[config.mk]
export PLATFORM = sky130hd
export DESIGN_NAME = pulse_handshake_tx
export DESIGN_NICKNAME = d
export VERILOG_FILES = /design/src/rtl/pulse_handshake_tx.sv
export SDC_FILE = /design/constraint.sdc
export NUM_CORES = 1
export LEC_CHECK = 0
export ABC_AREA = 1
export BUFFER_PORTS_ARGS = -buffer_cell sky130_fd_sc_hd__buf_4
export CORE_MARGIN = 4
export CORE_UTILIZATION = 35
export CTS_BUF_LIST = sky130_fd_sc_hd__clkbuf_16
export CTS_CLUSTER_SIZE = 25
export DETAILED_ROUTE_END_ITERATION = 6
export SETUP_SLACK_MARGIN = 0.05
export SLEW_MARGIN = 25
export SYNTH_ARGS = -nofsm -noshare
export SYNTH_HDL_FRONTEND = slang
export SYNTH_SLANG_ARGS = --single-unit
export TNS_END_PERCENT = 100
[constraint.sdc]
create_clock -name fast_clk -period 2.1 [get_ports fast_clk]
set_clock_uncertainty 0.05 [all_clocks]
set_input_delay 0.63 -clock fast_clk [delete_from_list [all_inputs] [get_ports fast_clk]]
set_output_delay 0.63 -clock fast_clk [all_outputs]
set_load 0.05 [all_outputs]
[src/rtl/pulse_handshake_tx.sv]
// Source side of a 4-phase req/ack pulse crossing: queues fast_clk event pulses
// and sends each one as a full handshake. Optional watchdog: PULSE_TX_TIMEOUT_EN.
module pulse_handshake_tx #(
    parameter int unsigned CNT_W       = 4,
    parameter int unsigned SYNC_STAGES = 2,
    parameter int unsigned TIMEOUT     = 64
) (
    input  logic             fast_clk,
    input  logic             rst,
    input  logic             fast_os,
    input  logic             ack_async,
    output logic             req,
    output logic [CNT_W-1:0] pending,
    output logic             busy,
    output logic             done_os,
    output logic             overflow,
    output logic             timeout
);
    localparam int unsigned SYNC_N = (SYNC_STAGES < 2) ? 2 : SYNC_STAGES;

    typedef enum logic [1:0] {
        IDLE   = 2'd0,
        REQ_HI = 2'd1,
        REQ_LO = 2'd2
    } state_t;

    state_t            r_state;
    state_t            w_state_nxt;
    logic [SYNC_N-1:0] r_ack_sync;
    logic [CNT_W-1:0]  r_pending;
    logic              r_req;
    logic              r_done;
    logic              r_overflow;
    logic              w_ack_s;
    logic              w_start;
    logic              w_req_nxt;
    logic              w_done_nxt;

    assign w_ack_s = r_ack_sync[SYNC_N-1];
    assign w_start = (r_state == IDLE) && ((r_pending != '0) || fast_os);

    always_ff @(posedge fast_clk or posedge rst) begin
        if (rst) begin
            r_ack_sync <= '0;
        end else begin
            r_ack_sync <= {r_ack_sync[SYNC_N-2:0], ack_async};
        end
    end

`ifdef PULSE_TX_TIMEOUT_EN
    localparam int unsigned WD_W = (TIMEOUT > 2) ? $clog2(TIMEOUT) : 1;

    logic [WD_W-1:0] r_wdog;
    logic            r_timeout;
    logic            w_wd_hit;
    logic            w_tmo_set;

    assign w_wd_hit = (r_wdog == WD_W'(TIMEOUT - 1));

    // Reloads on every state change, so it measures time spent in the current phase.
    always_ff @(posedge fast_clk or posedge rst) begin
        if (rst) begin
            r_wdog <= '0;
        end else if (w_state_nxt != r_state) begin
            r_wdog <= '0;
        end else if (r_state != IDLE) begin
            r_wdog <= r_wdog + 1'b1;
        end
    end

    always_ff @(posedge fast_clk or posedge rst) begin
        if (rst) begin
            r_timeout <= 1'b0;
        end else if (w_tmo_set) begin
            r_timeout <= 1'b1;
        end
    end

    assign timeout = r_timeout;
`else
    assign timeout = 1'b0;
`endif

    always_comb begin
        w_state_nxt = r_state;
        w_req_nxt   = r_req;
        w_done_nxt  = 1'b0;
`ifdef PULSE_TX_TIMEOUT_EN
        w_tmo_set   = 1'b0;
`endif
        case (r_state)
            IDLE: begin
                if (w_start) begin
                    w_state_nxt = REQ_HI;
                    w_req_nxt   = 1'b1;
                end
            end
            REQ_HI: begin
                if (w_ack_s) begin
                    w_state_nxt = REQ_LO;
                    w_req_nxt   = 1'b0;
                end
`ifdef PULSE_TX_TIMEOUT_EN
                else if (w_wd_hit) begin
                    w_state_nxt = IDLE;
                    w_req_nxt   = 1'b0;
                    w_tmo_set   = 1'b1;
                end
`endif
            end
            REQ_LO: begin
                if (!w_ack_s) begin
                    w_state_nxt = IDLE;
                    w_done_nxt  = 1'b1;
                end
`ifdef PULSE_TX_TIMEOUT_EN
                else if (w_wd_hit) begin
                    w_state_nxt = IDLE;
                    w_tmo_set   = 1'b1;
                end
`endif
            end
            default: begin
                w_state_nxt = IDLE;
                w_req_nxt   = 1'b0;
            end
        endcase
    end

    always_ff @(posedge fast_clk or posedge rst) begin
        if (rst) begin
            r_state <= IDLE;
            r_req   <= 1'b0;
            r_done  <= 1'b0;
        end else begin
            r_state <= w_state_nxt;
            r_req   <= w_req_nxt;
            r_done  <= w_done_nxt;
        end
    end

    // A pulse that starts a handshake in the same cycle cancels against the start.
    always_ff @(posedge fast_clk or posedge rst) begin
        if (rst) begin
            r_pending  <= '0;
            r_overflow <= 1'b0;
        end else begin
            case ({fast_os, w_start})
                2'b10: begin
                    if (&r_pending) begin
                        r_overflow <= 1'b1;
                    end else begin
                        r_pending <= r_pending + 1'b1;
                    end
                end
                2'b01:   r_pending <= r_pending - 1'b1;
                default: r_pending <= r_pending;
            endcase
        end
    end

    assign req      = r_req;
    assign pending  = r_pending;
    assign busy     = (r_state != IDLE);
    assign done_os  = r_done;
    assign overflow = r_overflow;

endmodule

==> results.cfg <==
[cells_and_area]
antennaDiodeCount = 0
register_area_sq_um = 275
syn2layout_area_growth_pct = 29.9
nets = 87
n_fill_cell = 141
multiInputGateArea_sq_um = 250
drive_gt1_frac = 0.316

[worst_hold_path]
hold_path_end = r_ack_sync[1]
hold_path.class = reg -> reg
min_path_cells = 0
hold_start = r_ack_sync[0]

[clocking]
cts_sinks = 11
htreeDepth = 1
clock_latency_ps = 230
clock_path_buffers = 2
cts_resized = 0
cts_buffers = 3
holdBufCountCts = 0
cts_setup_buffers = 0
clkTransAtPathRegs_ps = 40
root_buffer = clkbuf_16
cts_tree = built

[critical_path]
max_stage_delay_ps = 440
critPathLaunchType = flop
cpMostUsedCell = nand2_1
r2r_start = pending[0]
arrival_ps = 1820
cp.required_ps = 2180
critical_path.endpoint_type = flop
crit_type = reg -> reg
cpMaxStageDelayCell = dfrtp_1
regToRegSetupSlack_ps = 350
r2r-end = pending[3]
r2r_cells = 11
crit_fanout = 6
cp_cell_sequence = nor2_1 -> nand2_2 -> nand3_4 -> inv_2 -> ha_1 -> a21oi_1 -> nand2_1 -> nand2_1 -> nand2_1 -> nand3_1 -> nand2_1

[die]
dieHeight_um = 48.8
core_area_sq_mm = 0.00154
dieArea_sq_mm = 0.00238
rows = 14
start_util = 0.377
io_pins = 13
fp.dieW_um = 48.8

[sta]
setup_tns_ps = 0
finalSetupViolCount = 0
fmax_ghz = 0.572
min_period_ps = 1750
rsz0062_at_grt = false
hold_viol = 0
maxSlewViolCount = 0
period_share = 0.832

[synth]
mappedNetlistArea_sq_um = 582
syn_nets = 72
synthDistinctLibCells = 20
avgSynthCellArea_sq_um = 8.95
netlist.area_leader.share = 0.473
ys_seq_area_frac = 0.473
synth-async-reset-ratio = 1.00
yosysMostFrequentCell = nand2_1
ys_seq_elements = 11
synth_top_area_cell = dfrtp_1
synthTopCellsByArea = dfrtp_1, nand2_1, inv_1
synth_edf_count = 0
yosysWarnings = 0
synthTopCellsByCount = nand2_1, dfrtp_1, inv_1, o21ai_0
synth_ff_type = dfrtp_1
syn_inst = 65

[route]
drtAntennaViolNets = 0
route.detailed.drc = 0
drt-total-wl_um = 969
dr.pass1.iters = 4
vias_per_cell = 4.45
drt-initial-drc-count = 9
vias = 423
post_drt_wl_per_cell_um = 10.2

[grt]
grt_max_degree = 12
grt_pass1_vias = 399
grt_pass1_wl_mm = 1.63
grt-ovfl-total = 0
track_usage = 0.0895
antenna_found_initial = 0

[place]
port_buffers = 11
gp_congestion = 0.736
dpl.hpwl_um = 752

[flow_run]
max_cap_viol_count = 0

[status]
status = complete, no violations
[per-stage QoR]
stage | setup slack, ps | instances | instance area [sq um] | utilization | hold slack (ps)
6_report | 352 | 95 | 756 | 0.490 | 297
5_1_grt | 170 | 95 | 756 | 0.490 | 316
4_1_cts | 337 | 95 | 756 | 0.490 | 300
3_5_place_dp | 161 | 91 | 677 | 0.439 | 287
3_3_place_gp | 180 | 91 | 677 | 0.439 | 283
2_1_floorplan | 198 | 65 | 582 | - | 281
[logic make-up after synthesis]
group / after synthesis / share of synthesized area
adders and majority gates: 3 / 0.0774
AOI/OAI and AO/OA: 10 / 0.0989
other: 1 / 0.00645
xor gates and xnor gates: 2 / 0.0301
DFF: 11 / 0.473
buffers and inverters: 14 / 0.0968
and+or+nand+nor: 24 / 0.217
[cells in the final DEF (no fill, tap or decap), drive strengths merged]
master / n
a21oi: 3
a31o: 1
buf: 11
clkbuf: 3
conb: 1
dfrtp: 11
fa: 1
ha: 2
inv: 14
nand2: 16
nand3: 3
nor2: 5
o21ai: 6
xnor2: 1
xor2: 1
[worst max path at each step]
stage / from / end / slack (ps) / depth (start not counted)
after floorplan: pending[0] / pending[3] / 200 / 12
after global placement: fast_os / pending[3] / 180 / 11
after detailed placement: fast_os / pending[3] / 160 / 11
after CTS: pending[0] / pending[3] / 340 / 11
after global routing: pending[0] / pending[3] / 170 / 12
final: pending[0] / pending[3] / 350 / 11
[registers in the layout, summed over array words and instances, names as in the netlist]
signal	count
done_os	1
overflow	1
pending	4
r_ack_sync	2
r_state	2
req	1
[layer usage]
| layer | GRT usage | wire [um] | vias up |
|---|---|---|---|
| li1 | - | - | 229 |
| met1 | 0.111 | 490 | 187 |
| met2 | 0.126 | 429 | 7 |
| met3 | 0.0581 | 48 | 0 |
| met4 | 0.0269 | 0 | 0 |
| met5 | 0 | 0 | - |
[critical path, delay by kind of cell, from the launching register on]
family          cells  cell delay [ps]
simple gates        8              640
flops               1              440
fa+ha+maj           1              310
compound gates      1              150
buf+inv             1               50
[area by class of cell]
| cell class | instances | share of cell area |
|---|---|---|
| inverter | 13 | 0.0646 |
| timing repair buffer | 11 | 0.109 |
| clock inverter | 1 | 0.00497 |
| clock buffer | 3 | 0.0993 |
| multi-input combinational | 40 | 0.331 |
| tap | 16 | 0.0265 |
| sequential | 11 | 0.364 |
Power is not shown: default switching activity piles up to over one toggle a cycle in this logic, so the estimate is an artifact.
